### config.mk
export PLATFORM = sky130hd
export DESIGN_NAME = fpu_issue_ctrl
export DESIGN_NICKNAME = d
export VERILOG_FILES = /design/src/rtl/fpu_pkg.sv /design/src/rtl/fpu_lat_lut.sv /design/src/rtl/fpu_issue_ctrl.sv
export SDC_FILE = /design/constraint.sdc
export NUM_CORES = 1
export LEC_CHECK = 0
export ABC_AREA = 1
export CAP_MARGIN = 20
export CORE_UTILIZATION = 40
export DETAILED_ROUTE_END_ITERATION = 8
export PLACE_DENSITY = 0.76
export SYNTH_ARGS = -nofsm -noshare
export SYNTH_HDL_FRONTEND = slang
export SYNTH_HIERARCHICAL = 1
export SYNTH_SLANG_ARGS = --single-unit
### constraint.sdc
create_clock -name clk -period 3.9 [get_ports clk]
set_input_delay 0.78 -clock clk [delete_from_list [all_inputs] [get_ports clk]]
set_output_delay 0.78 -clock clk [all_outputs]
set_load 0.1 [all_outputs]
### src/rtl/fpu_pkg.sv
// rtl/fpu_pkg.sv - shared FP op codes, default latencies and helpers
package fpu_pkg;

    localparam logic [3:0] FOP_ADD     = 4'd0;
    localparam logic [3:0] FOP_SUB     = 4'd1;
    localparam logic [3:0] FOP_MUL     = 4'd2;
    localparam logic [3:0] FOP_DIV     = 4'd3;
    localparam logic [3:0] FOP_SQRT    = 4'd4;
    localparam logic [3:0] FOP_FTOI    = 4'd5;
    localparam logic [3:0] FOP_FEQ     = 4'd6;
    localparam logic [3:0] FOP_FLT     = 4'd7;
    localparam logic [3:0] FOP_FLE     = 4'd8;
    localparam logic [3:0] FOP_ITOF    = 4'd9;
    localparam logic [3:0] FOP_ILL_MIN = 4'd10;

    localparam int DEF_LAT_ADDSUB = 2;
    localparam int DEF_LAT_MUL    = 2;
    localparam int DEF_LAT_DIV    = 10;
    localparam int DEF_LAT_SQRT   = 10;
    localparam int DEF_LAT_CVT    = 1;
    localparam int DEF_LAT_CMP    = 1;
    localparam int DEF_CNT_W      = 4;

    typedef enum logic [1:0] {
        ST_IDLE = 2'd0,
        ST_EXEC = 2'd1,
        ST_WB   = 2'd2
    } fpu_state_e;

    // FTOI and the compares write the integer register file
    function automatic logic is_int_dest(input logic [3:0] op);
        return (op == FOP_FTOI) || (op == FOP_FEQ) || (op == FOP_FLT) || (op == FOP_FLE);
    endfunction

endpackage

### src/rtl/fpu_lat_lut.sv
// rtl/fpu_lat_lut.sv - op code to FPU result latency lookup
module fpu_lat_lut
    import fpu_pkg::*;
#(
    parameter int LAT_ADDSUB = DEF_LAT_ADDSUB,
    parameter int LAT_MUL    = DEF_LAT_MUL,
    parameter int LAT_DIV    = DEF_LAT_DIV,
    parameter int LAT_SQRT   = DEF_LAT_SQRT,
    parameter int LAT_CVT    = DEF_LAT_CVT,
    parameter int LAT_CMP    = DEF_LAT_CMP,
    parameter int CNT_W      = DEF_CNT_W
) (
    input  logic [3:0]       i_op,
    output logic [CNT_W-1:0] o_lat
);

    // undefined codes run with the conversion latency
    always_comb begin
        o_lat = CNT_W'(LAT_CVT);
        case (i_op)
            FOP_ADD, FOP_SUB:          o_lat = CNT_W'(LAT_ADDSUB);
            FOP_MUL:                   o_lat = CNT_W'(LAT_MUL);
            FOP_DIV:                   o_lat = CNT_W'(LAT_DIV);
            FOP_SQRT:                  o_lat = CNT_W'(LAT_SQRT);
            FOP_FTOI, FOP_ITOF:        o_lat = CNT_W'(LAT_CVT);
            FOP_FEQ, FOP_FLT, FOP_FLE: o_lat = CNT_W'(LAT_CMP);
            default:                   o_lat = CNT_W'(LAT_CVT);
        endcase
    end

endmodule

### src/rtl/fpu_issue_ctrl.sv
// rtl/fpu_issue_ctrl.sv - single-op issue sequencer for the shared multi-cycle FPU
module fpu_issue_ctrl
    import fpu_pkg::*;
#(
    parameter int LAT_ADDSUB = DEF_LAT_ADDSUB,
    parameter int LAT_MUL    = DEF_LAT_MUL,
    parameter int LAT_DIV    = DEF_LAT_DIV,
    parameter int LAT_SQRT   = DEF_LAT_SQRT,
    parameter int LAT_CVT    = DEF_LAT_CVT,
    parameter int LAT_CMP    = DEF_LAT_CMP,
    parameter int CNT_W      = DEF_CNT_W
) (
    input  logic        clk,
    input  logic        rstn,
    input  logic        issue_valid,
    output logic        issue_ready,
    input  logic [3:0]  issue_op,
    input  logic [4:0]  issue_rd,
    input  logic        flush,
    output logic        fpu_start,
    output logic [3:0]  fpu_op,
    input  logic [31:0] fpu_result,
    output logic        wb_valid,
    input  logic        wb_ready,
    output logic [31:0] wb_data,
    output logic [4:0]  wb_rd,
    output logic        wb_is_int,
    output logic        illegal,
    output logic        stall
);

    fpu_state_e       r_state;
    logic [CNT_W-1:0] r_cnt;
    logic [3:0]       r_op;
    logic [4:0]       r_rd;
    logic             r_fpu_start;
    logic             r_illegal;
    logic             r_wb_valid;
    logic [31:0]      r_wb_data;
    logic [4:0]       r_wb_rd;
    logic             r_wb_is_int;

    logic [CNT_W-1:0] w_lat;
    logic             w_accept;

    fpu_lat_lut #(
        .LAT_ADDSUB (LAT_ADDSUB),
        .LAT_MUL    (LAT_MUL),
        .LAT_DIV    (LAT_DIV),
        .LAT_SQRT   (LAT_SQRT),
        .LAT_CVT    (LAT_CVT),
        .LAT_CMP    (LAT_CMP),
        .CNT_W      (CNT_W)
    ) u_lat_lut (
        .i_op  (issue_op),
        .o_lat (w_lat)
    );

    // WB with wb_ready frees the slot in the same cycle for back-to-back issue
    assign issue_ready = ~flush & ((r_state == ST_IDLE) | ((r_state == ST_WB) & wb_ready));
    assign w_accept    = issue_valid & issue_ready;
    assign stall       = issue_valid & ~issue_ready;

    assign fpu_start = r_fpu_start;
    assign fpu_op    = r_op;
    assign illegal   = r_illegal;
    assign wb_valid  = r_wb_valid;
    assign wb_data   = r_wb_data;
    assign wb_rd     = r_wb_rd;
    assign wb_is_int = r_wb_is_int;

    always_ff @(posedge clk) begin
        if (!rstn) begin
            r_state     <= ST_IDLE;
            r_cnt       <= '0;
            r_op        <= '0;
            r_rd        <= '0;
            r_fpu_start <= 1'b0;
            r_illegal   <= 1'b0;
            r_wb_valid  <= 1'b0;
            r_wb_data   <= '0;
            r_wb_rd     <= '0;
            r_wb_is_int <= 1'b0;
        end else if (flush) begin
            r_state     <= ST_IDLE;
            r_cnt       <= '0;
            r_fpu_start <= 1'b0;
            r_illegal   <= 1'b0;
            r_wb_valid  <= 1'b0;
        end else begin
            r_fpu_start <= 1'b0;
            r_illegal   <= 1'b0;
            if (w_accept) begin
                r_state     <= ST_EXEC;
                r_op        <= issue_op;
                r_rd        <= issue_rd;
                r_cnt       <= w_lat;
                r_fpu_start <= 1'b1;
                r_illegal   <= (issue_op >= FOP_ILL_MIN);
                r_wb_valid  <= 1'b0;
            end else begin
                case (r_state)
                    ST_EXEC: begin
                        if (r_cnt == '0) begin
                            r_wb_data   <= fpu_result;
                            r_wb_rd     <= r_rd;
                            r_wb_is_int <= is_int_dest(r_op);
                            r_wb_valid  <= 1'b1;
                            r_state     <= ST_WB;
                        end else begin
                            r_cnt <= r_cnt - 1'b1;
                        end
                    end
                    ST_WB: begin
                        if (wb_ready) begin
                            r_wb_valid <= 1'b0;
                            r_state    <= ST_IDLE;
                        end
                    end
                    default: ;
                endcase
            end
        end
    end

endmodule

Word level (Yosys, flattened, before mapping)
Memories as Yosys holds them, arrays and structs flattened.
Cells that the tools add are included.
Widths: inputs -> output; s select.

word-level totals
  register bits = 56
  memory bits (read-only) = 48
  bits of input ports = 46
  output and inout bits = 47
  word-level logic and storage cells = 61
  memories kept = 1

operators by class
  add/subtract/negate cells = 1
  magnitude comparators = 1
  eq/ne operators = 11
  multiplexer cells = 11
  bitwise operators = 9
  reduce and logical (&&, ||, !) cells = 16

memories
  memory            words  bits a word  read ports  clocked after memory_dff  write ports  line               source
  (name not given)  16     3            1           0                         0            fpu_lat_lut.sv:20  case (i_op)

operator list
  cell                 number
  $eq 4x3->1 const B   3
  $mux 4               3
  $ne 2x2->1 const B   3
  $ne 3x3->1 const B   2
  $reduce_and 3->1     2
  $reduce_or 3->1      2
  $and 1x1->1          4
  $eq 4x4->1 const B   1
  $ge 4x4->1 const B   1
  $logic_not 4->1      1
  $mux 1               4
  $mux 2               2
  $not 1->1            4
  $pmux 2 s2           1
  $reduce_and 2->1     2
  $reduce_and 4->1     1
  $reduce_bool 2->1    2
  $sub 4x1->4 const B  1
  $logic_or 1x1->1     3
  $reduce_bool 3->1    1
  $eq 2x1->1 const B   1
  $eq 2x2->1 const B   1
  $logic_not 2->1      1
  $pmux 1 s2           1
  2 further kinds      2

Depth between registers and ports, before layout
Gate-level depths: netlist of run 1.

  depth after elaboration = 7
  mapped depth = 8
  mapped depth without buffers = 8

Modules after synthesis
The synthesis of run 1 kept the hierarchy.

by module, submodules not included
  module          times used  cells an instance  area an instance (um2)  sequential area each (um2)
  fpu_issue_ctrl  1           272                2,177.1                 1,101.1
  fpu_lat_lut     1           8                  38.8                    0.0

Least setup slack after synthesis of run 1
No wires, ideal clock.

  kind = register to output
  from = register r_state[1]
  to = output port stall
  arrival time = 2.088 ns
  required time = 3.120 ns
  path slack = 1.032 ns
  stages on the path, launching flop included = 5
  buffers on the path = 0
  cell sequence = dfxtp_1 -> a21oi_1 -> nand2_1 -> nand2_1 -> inv_1

between the ends
  word-level cells in the longest chain between the ends = 6

ends and longest elaborated chain
  element                   line                  source
  start: declaration        fpu_issue_ctrl.sv:32  fpu_state_e r_state;
  start signal: assignment  fpu_issue_ctrl.sv:74  r_state <= ST_IDLE;
  start signal: assignment  fpu_issue_ctrl.sv:85  r_state <= ST_IDLE;
  start signal: assignment  fpu_issue_ctrl.sv:94  r_state <= ST_EXEC;
  $eq 2x2->1                fpu_issue_ctrl.sv:60  assign issue_ready = ~flush & ((r_state == ST_IDLE) | ((r_state == ST_WB) & wb_ready));
  $and 1x1->1               fpu_issue_ctrl.sv:60
  $or 1x1->1 (*)            fpu_issue_ctrl.sv:60
  $and 1x1->1 (*)           fpu_issue_ctrl.sv:60
  $not 1->1 (*)             fpu_issue_ctrl.sv:62  assign stall = issue_valid & ~issue_ready;
  $and 1x1->1 (*)           fpu_issue_ctrl.sv:62
  end: declaration          fpu_issue_ctrl.sv:29  output logic stall

Every way passes the cells marked *; elsewhere a longest branch is shown, timed or not.

Worst setup path after layout of run 1
  from = input port wb_ready
  to = output port issue_ready

between the ends
  word-level cells in the longest chain between the ends = 3

ends and longest elaborated chain
  element             line                  source
  start: declaration  fpu_issue_ctrl.sv:24  input logic wb_ready,
  $and 1x1->1         fpu_issue_ctrl.sv:60
  $or 1x1->1          fpu_issue_ctrl.sv:60
  $and 1x1->1         fpu_issue_ctrl.sv:60
  end: declaration    fpu_issue_ctrl.sv:16  output logic issue_ready,

Every way passes these cells.

==> run metrics, run 1 <==
status=complete, no violations; layout cells sized above 1=6.28%; final setup violation count=0; Worst Max-Slew Pin Slew=~1000 ps; GRT Overall Usage=roughly 17%; Netlist Area Pre-Place=approximately 2200 um2; DRC viols=0; core box area=between 5000 and 6000 um2; top cell type's share of synthesized area=49.7%; Tmin final=2860 ps; vias in the first global route=1824; H-tree levels=2; element type at the critical path start=input port; RD Place Congestion=about 0.75; Synthesized Nets=between 300 and 400; die outline width=76.4 um; number of port buffers=92; Core Util, Final=between 60 and 70%; RSZ-0062 raised after global routing=false; Initial Util=42.6%; global-route wire length before repair=just under 8000 um; P&R area growth vs syn=45.7%; synth top area cells=dfxtp_1 (50%), a21oi_1 (9.9%), inv_1 (9.5%); CTS root buf=clkbuf_8; commonest non-fill, non-tap cell in the layout=clkdlybuf4s50_1; setup bufs post-CTS=0; vias per cell=4.61; hold buffers post-CTS=0; Pleak=1.22 nW; register area=between 1000 and 1500 um2; highest clock rate=349 MHz; Antenna diodes=0; Synth warnings=6; Hold Path Class=flop to flop; PwrDens=349 nW/um2; crit path kind=input port to primary output; Die Footprint=5840 um2; Worst Skew=8.07 ps; Max IR drop VDD=0.304 mV; max_cap viols=0; GRT Residual Overflow=0; Final Net Count=413; clock sinks=between 50 and 60; hpwl dp=3480 um; Worst Path Required=between 3000 and 4000 ps; Seq/Total Area, Yosys=49.7%; Final period util=73.4%; antenna violations before repair=0; critical path endpoint category=primary output; Hold Fails Final Rpt=0; CTS tree=done; Worst Setup Slack post-DPL=~1100 ps; Synth Area per Inst=7.91 um2; # rows=26; clock buffer count from CTS=5; Slew HR=33.1%; Die Ht=76.4 um; Syn Inst Count=between 200 and 300; Setup WS post-layout=1040 ps; # IOs=93; Max Root-Sink Buffers=2; area of the multi-input gates=803 um2; largest net degree at the start of global routing=56; drt total wl=4780 um; Iter 0 DRT Violations=86; post-synth top area cell=dfxtp_1; post-CTS resize count=0; commonest cells after routing, fill and taps aside=clkdlybuf4s50_1 (90), inv_1 (56), dfxtp_1 (55); Yosys cell types=26; detailed-router iteration count before antenna repair=4; final number of max-transition violations=0; Setup TNS=0 ps; CTS clk-pin slew, worst paths=90 ps; via count=2011; Arrival @ worst endpoint=around 2100 ps; crit path max fanout=5; Clock Latency Late Sink=just under 300 ps; # fillers=about 500; Detail Route Antenna Nets=0; Routed wire per std cell=around 11 um; flop and latch count out of synthesis=55
per-layer routing:
metal | up-vias | wire length (um) | GRT usage (%)
met3 | 5 | 236 | 4.43
met5 | - | 0 | 0
met2 | 49 | 2350 | 29.8
li1 | 1060 | - | -
met4 | 0 | 44 | 5.96
met1 | 897 | 2150 | 18.9
critical path, cell delays in order:
cell,delay (ps)
clkdlybuf4s50_1,450
inv_1,50
a21oi_1,320
nand2_1,120
inv_1,70
buf_4,280
kinds of logic after synthesis:
family,Yosys count,share of synthesized area [%]
buffers and inverters,73,14.5
adder cells (fa/ha/maj),1,0.565
AND/OR/NAND/NOR,56,12.8
flip-flops,55,49.7
AO/OA/AOI/OAI,92,21.5
XOR/XNOR,2,0.791
other,1,0.169
metrics by stage:
stage | hold WS (ps) | power (W) | cells | area, um2
after floorplan | 444 | 0.000751 | 280 | 2220
after global placement | 431 | 0.000831 | 429 | 3140
after detailed placement | 435 | 0.000833 | 429 | 3140
after CTS | 449 | 0.00114 | 436 | 3230
after global routing | 465 | 0.00119 | 436 | 3230
final | 445 | 0.00113 | 436 | 3230
final cells by class:
| cell class | count | share of cell area [%] |
|---|---|---|
| Sequential cell | 55 | 34.1 |
| Timing Repair Buffer | 94 | 28.8 |
| Inverter | 58 | 6.74 |
| Tap cell | 70 | 2.71 |
| Clock inverter | 1 | 0.155 |
| Clock buffer | 6 | 2.56 |
| Multi-Input combinational cell | 152 | 24.9 |
sequential cells by signal, summed over array words and instances (netlist names), 2 cells and up:
| name | cells |
|---|---|
| fpu_op | 4 |
| r_cnt | 4 |
| r_rd | 5 |
| r_state | 2 |
| wb_data | 32 |
| wb_rd | 5 |
where the power goes:
part	internal [W]	total, W	leakage, nW	switching [W]
combinational	0.0000810	0.000233	0.723	0.000152
sequential	0.000577	0.000586	0.446	0.00000885
clock	0.000140	0.000308	0.0470	0.000168
path summary, 6_finish.rpt:
| check | startpoint | endpoint | slack (ps) | depth (start not counted) |
|---|---|---|---|---|
| max | wb_ready | issue_ready | 1040 | 6 |
| min reg2reg | wb_data[30]$_SDFFE_PN0P_ | wb_data[30]$_SDFFE_PN0P_ | 440 | 2 |
| min | wb_data[30]$_SDFFE_PN0P_ | wb_data[30]$_SDFFE_PN0P_ | 440 | 2 |
| max reg2reg | r_cnt[0]$_SDFFE_PP0P_ | wb_data[19]$_SDFFE_PN0P_ | 1820 | 6 |
Yosys cell counts (all sizes together):
| master | n |
|---|---|
| inv | 58 |
| dfxtp | 55 |
| a21oi | 46 |
| o21ai | 45 |
| nand2 | 28 |
| nand3 | 15 |
| buf | 9 |
| nor2 | 7 |
| clkbuf | 6 |
| nand4 | 5 |
| xor2 | 2 |
| conb | 1 |
| ha | 1 |
| nor3 | 1 |
| o22ai | 1 |
Power figures use the tool's default switching activity.
==> inputs of run 2 (changes only) <==
clock period = 2.65 ns   (was 3.9 ns; I/O delays follow)
==> run 2 against run 1 <==
Clock skew decreased by 3.9 ps. Global-route usage increased by 0.48 points. Register-to-register slack got worse by 750 ps. Combinational power increased by 47%. Clock-buffer cell count decreased by 1. Sequential share of layout area increased by 0.25 points. Sequential cell count unchanged. Critical path depth increased by 1. First-iteration DRC count decreased by 65%. Utilization decreased by 0.46 points. Non-clock buffer count increased by 2. Critical path type unchanged. Critical endpoint is now stall. Largest cell class unchanged.
==> run metrics, run 2 (synthesis results as in run 1) <==
status=complete, no violations (unchanged); Arrival @ worst endpoint=1770 ps (was 2080 ps); Final Net Count=415 (was 413); Tmin final=around 2300 ps; GRT Residual Overflow=0 (unchanged); commonest non-fill, non-tap cell in the layout=inv_1 (was clkdlybuf4s50_1); Detail Route Antenna Nets=0 (unchanged); Clock Latency Late Sink=310 ps (was 290 ps); RSZ-0062 raised after global routing=false (unchanged); max reg flops=32 (unchanged); Max IR drop VDD=0.305 mV (was 0.304 mV); Setup TNS=0 ps (unchanged); max_cap viols=0 (unchanged); Hold Fails Final Rpt=0 (unchanged); element type at the critical path start=input port (unchanged); Core Util, Final=61.6% (was 62.0%); sequential power share=46.5% (was 52.0%); vias per cell=4.60 (was 4.61); P&R area growth vs syn=44.6% (was 45.7%); Pleak=1.34 nW (was 1.22 nW); critical path endpoint category=primary output (unchanged); # IOs=93 (unchanged); crit path max fanout=5 (unchanged); CTS clk-pin slew, worst paths=90 ps (about the same); Iter 0 DRT Violations=30 (was 86); Initial Util=42.6% (unchanged); final number of max-transition violations=0 (unchanged); drt total wl=4860 um (was 4780 um); die outline width=76.4 um (unchanged); DRC viols=0 (unchanged); Worst Skew=4.15 ps (was 8.07 ps); largest net degree at the start of global routing=47 (was 56); detailed-router iteration count before antenna repair=4 (unchanged); commonest cells after routing, fill and taps aside=inv_1 (56), dfxtp_1 (55), buf_4 (49) (was clkdlybuf4s50_1 (90), inv_1 (56), dfxtp_1 (55)); Worst Path Required=2120 ps (was 3120 ps); via count=2020 (was 2011); RD Place Congestion=0.743 (was 0.746); Die Footprint=5840 um2 (unchanged); antenna violations before repair=0 (unchanged); Combinational Power Share=18.5% (was 20.7%); layout cells sized above 1=19.2% (was 6.28%); Final period util=87.0%; Routed wire per std cell=11.1 um (was 11.0 um); CTS root buf=clkbuf_8 (unchanged); # fillers=509 (was 503); number of port buffers=92 (unchanged); Power, Total=0.00186 W (was 0.00113 W); clock sinks=55 (unchanged); GRT Overall Usage=17.1% (was 16.7%); highest clock rate=434 MHz; H-tree levels=2 (unchanged); switching fraction of total power=27.5% (was 29.2%); vias in the first global route=1862 (was 1824); clock buffer count from CTS=5 (unchanged); core box area=5200 um2 (unchanged); # rows=26 (unchanged); setup bufs post-CTS=0 (unchanged); Antenna diodes=0 (unchanged); Max Root-Sink Buffers=2 (unchanged); CTS tree=done (unchanged); global-route wire length before repair=8180 um (was 7940 um); Pint=0.00135 W (was 0.000798 W); clock share of power=35.0% (was 27.3%); switching power=0.000510 W (was 0.000329 W); hold buffers post-CTS=0 (unchanged); hpwl dp=3580 um (was 3480 um); Hold Path Class=flop to flop (unchanged); final setup violation count=0 (unchanged); post-CTS resize count=0 (unchanged); PwrDens=579 nW/um2 (was 349 nW/um2); crit path kind=input port to primary output (unchanged); Die Ht=76.4 um (unchanged)
==> run 2: final cells by class <==
type | instances | area [um2] | area share [%]
clock buffers | 5 | 68.8 | 2.15
clock inverters | 3 | 67.6 | 2.11
inverters | 58 | 218 | 6.79
multi-input cells | 152 | 803 | 25.1
flip-flops and latches | 55 | 1100 | 34.4
well taps | 70 | 87.6 | 2.73
repair buffers | 96 | 858 | 26.8
==> run 2: layer usage <==
metal / wire length, um / part of all wire, % / GRT usage (%) / vias to the layer above
li1: - / - / - / 1068
met1: 2140 / 44 / 19.8 / 888
met2: 2400 / 49 / 31.0 / 55
met3: 234 / 4.8 / 3.11 / 9
met4: 86 / 1.8 / 6.92 / 0
met5: 0 / 0 / 0 / -
==> run 2: stage by stage <==
step	setup WS (ps)	instance area, um2	instances	hold WS [ps]
after floorplan	31.8	2220	280	444
after global placement	398	3070	431	431
after detailed placement	348	3070	431	435
after CTS	352	3200	439	450
after global routing	216	3200	439	471
final	345	3200	439	446
==> run 2: worst max-delay path, stage by stage <==
cell and delay, ps:
clkdlybuf4s50_1 450, inv_1 50, a21oi_1 310, nand2_1 120, nand2_1 80, inv_1 70, buf_12 160
==> run 2: final timing paths <==
kind	from	slack, ps	endpoint	depth (start not counted)
worst max-delay path	wb_ready	350	stall	7
worst max register to register	r_cnt[0]$_SDFFE_PP0P_	1070	wb_data[9]$_SDFFE_PN0P_	6
worst min register to register	wb_data[5]$_SDFFE_PN0P_	450	wb_data[5]$_SDFFE_PN0P_	2
worst min-delay path	wb_data[5]$_SDFFE_PN0P_	450	wb_data[5]$_SDFFE_PN0P_	2
==> run 2: power groups by stage <==
stage	logic (W)	registers, W	clock network [W]
after floorplan	0.0000997	0.00101	0
after global routing	0.000367	0.000867	0.000697
after global placement	0.000342	0.000882	0
final	0.000343	0.000863	0.000649
after detailed placement	0.000345	0.000883	0
after CTS	0.000346	0.000864	0.000669
==> inputs of run 3 (changes only) <==
CORE_UTILIZATION = 42   (was 40)
PLACE_DENSITY = 0.79   (was 0.76)
==> run 3 against run 2 <==
Global-route usage barely moved. Utilization rose by 0.81 points. Worst hold slack improved by 0.85 ps. Combinational power barely moved. Fmax rose by 2.5%. Non-clock buffer count did not move. Clock-buffer cell count rose by 1. Sequential power barely moved. Clock skew rose by 0.51 ps. Cell area fell by 0.59%. Clock power fell by 13%. Largest power group unchanged. Highest routed layer unchanged.
==> run metrics, run 3 (synthesis results as in run 1) <==
Core Util, Final=62.4% (was 61.6%); vias per cell=4.59 (was 4.60); status=complete, no violations (unchanged); Buf/Inv on CP=4 (unchanged); Worst Skew=4.66 ps (was 4.15 ps); hpwl dp=3460 um (was 3580 um); hold depth=2 (unchanged); die outline width=74.6 um (was 76.4 um); Iter 0 DRT Violations=104 (was 30); critical path endpoint category=primary output (unchanged); layout cells sized above 1=19.2% (unchanged); Initial Util=43.4% (was 42.6%); core box area=5110 um2 (was 5200 um2); # IOs=93 (unchanged); crit path max fanout=5 (unchanged); Max stage delay cell, worst path=clkdlybuf4s50_1 (unchanged); # fillers=482 (was 509); crit path kind=input port to primary output (unchanged); GRT Residual Overflow=0 (unchanged); clock sinks=55 (unchanged); commonest non-fill, non-tap cell in the layout=inv_1 (unchanged); Die Ht=74.6 um (was 76.4 um); CTS tree=done (unchanged); Final period util=84.8% (was 87.0%); critical-path cell list=clkdlybuf4s50_1, inv_1, a21oi_1, nand2_1, nand2_1, inv_1, buf_12 (unchanged); global-route wire length before repair=7280 um (was 8180 um); sequential power share=48.8% (was 46.5%); largest net degree at the start of global routing=41 (was 47); Critical Path Max Stage Delay=450 ps (about the same); area of the multi-input gates=803 um2 (unchanged); vias in the first global route=1717 (was 1862); detailed-router iteration count before antenna repair=4 (unchanged); Arrival @ worst endpoint=1720 ps (was 1770 ps); final number of max-transition violations=0 (unchanged); via count=2014 (was 2020); antenna violations before repair=0 (unchanged); RSZ-0062 raised after global routing=false (unchanged); Pint=0.00128 W (was 0.00135 W); drt total wl=4790 um (was 4860 um); Max IR drop VDD=0.322 mV (was 0.305 mV); Setup TNS=0 ps (unchanged); Worst Path Required=2120 ps (about the same); highest clock rate=445 MHz (was 434 MHz); PwrDens=556 nW/um2 (was 579 nW/um2); max reg flops=32 (unchanged); hold buffers post-CTS=0 (unchanged); register area=1100 um2 (unchanged); final setup violation count=0 (unchanged); setup bufs post-CTS=0 (unchanged); WP depth=7 (unchanged); CTS root buf=clkbuf_8 (unchanged); post-CTS resize count=0 (unchanged); Final Net Count=415 (unchanged); Register-to-Register Setup Slack=1150 ps (was 1070 ps); Tmin final=2250 ps (was 2300 ps); FF-to-FF End=wb_data[6]$_SDFFE_PN0P_ (was wb_data[9]$_SDFFE_PN0P_); switching power=0.000495 W (was 0.000510 W); Antenna diodes=0 (unchanged); Hold Crit Endpoint=wb_data[12]$_SDFFE_PN0P_ (was wb_data[5]$_SDFFE_PN0P_); Die Footprint=5570 um2 (was 5840 um2); Max Root-Sink Buffers=2 (unchanged); Routed wire per std cell=10.9 um (was 11.1 um); P&R area growth vs syn=43.8% (was 44.6%); Pleak=1.34 nW (about the same); CTS clk-pin slew, worst paths=90 ps (about the same); switching fraction of total power=28.0% (was 27.5%); element type at the critical path start=input port (unchanged); Reg2Reg Depth=6 (unchanged); crit-path leading delay family=buffers and inverters (unchanged); clock share of power=31.8% (was 35.0%); number of port buffers=92 (unchanged); # rows=26 (unchanged); clock buffer count from CTS=5 (unchanged); max_cap viols=0 (unchanged); Detail Route Antenna Nets=0 (unchanged); H-tree levels=2 (unchanged); commonest cells after routing, fill and taps aside=inv_1 (56), dfxtp_1 (55), buf_4 (49) (unchanged); RR Startpoint=r_cnt[0]$_SDFFE_PP0P_ (unchanged); RD Place Congestion=0.845 (was 0.743); Hold Path Origin=wb_data[12]$_SDFFE_PN0P_ (was wb_data[5]$_SDFFE_PN0P_); GRT Overall Usage=17.1% (about the same); Combinational Power Share=19.4% (was 18.5%); Hold Path Class=flop to flop (unchanged); Hold Fails Final Rpt=0 (unchanged); Clock Latency Late Sink=300 ps (was 310 ps); DRC viols=0 (unchanged)
run 3: how the worst max path moves through the flow:
stage / slack, ps / from / endpoint
floorplan: 30 / r_state[1]$_SDFFE_PP0P_ / stall
global placement: 410 / wb_ready / stall
detailed placement: 410 / wb_ready / stall
CTS: 400 / wb_ready / stall
global route: 250 / wb_ready / stall
finish: 400 / wb_ready / stall
run 3: worst min-delay path, delay by kind of cell (launching register included):
family / cells / cell delay (ps)
AO/OA/AOI/OAI: 1 / 50
buffers and inverters: 1 / 40
flip-flops: 1 / 320
run 3: per-stage QoR:
stage | total power (W) | cell area (um2) | worst slack (ps) | instances | hold WS [ps]
after global placement | 0.00122 | 3070 | 409 | 431 | 431
after CTS | 0.00179 | 3190 | 399 | 439 | 450
after global routing | 0.00185 | 3190 | 251 | 439 | 464
after detailed placement | 0.00123 | 3070 | 407 | 431 | 435
final | 0.00177 | 3190 | 402 | 439 | 447
after floorplan | 0.00111 | 2220 | 31.8 | 280 | 444
run 3: power groups by stage:
stage | clock (W) | combinational, W | sequential, W
2_1_floorplan | 0 | 0.0000997 | 0.00101
3_3_place_gp | 0 | 0.000341 | 0.000883
3_5_place_dp | 0 | 0.000343 | 0.000883
4_1_cts | 0.000578 | 0.000345 | 0.000864
5_1_grt | 0.000615 | 0.000367 | 0.000868
6_report | 0.000562 | 0.000344 | 0.000864
run 3: routing by layer:
| layer | wire length, um | part of all wire [%] | GRT usage, % |
|---|---|---|---|
| met1 | 2100 | 44 | 20.3 |
| met3 | 302 | 6.3 | 3.35 |
| met4 | 65 | 1.4 | 7.97 |
| met2 | 2320 | 48 | 29.9 |
| met5 | 0 | 0 | 0 |
run 3: cell type report:
type	count	share of cell area [%]
clock inverter	2	1.10
sequential	55	34.6
inverter	58	6.83
timing repair buffer	96	26.9
multi-input combinational	152	25.2
clock buffer	6	2.59
tap	70	2.75
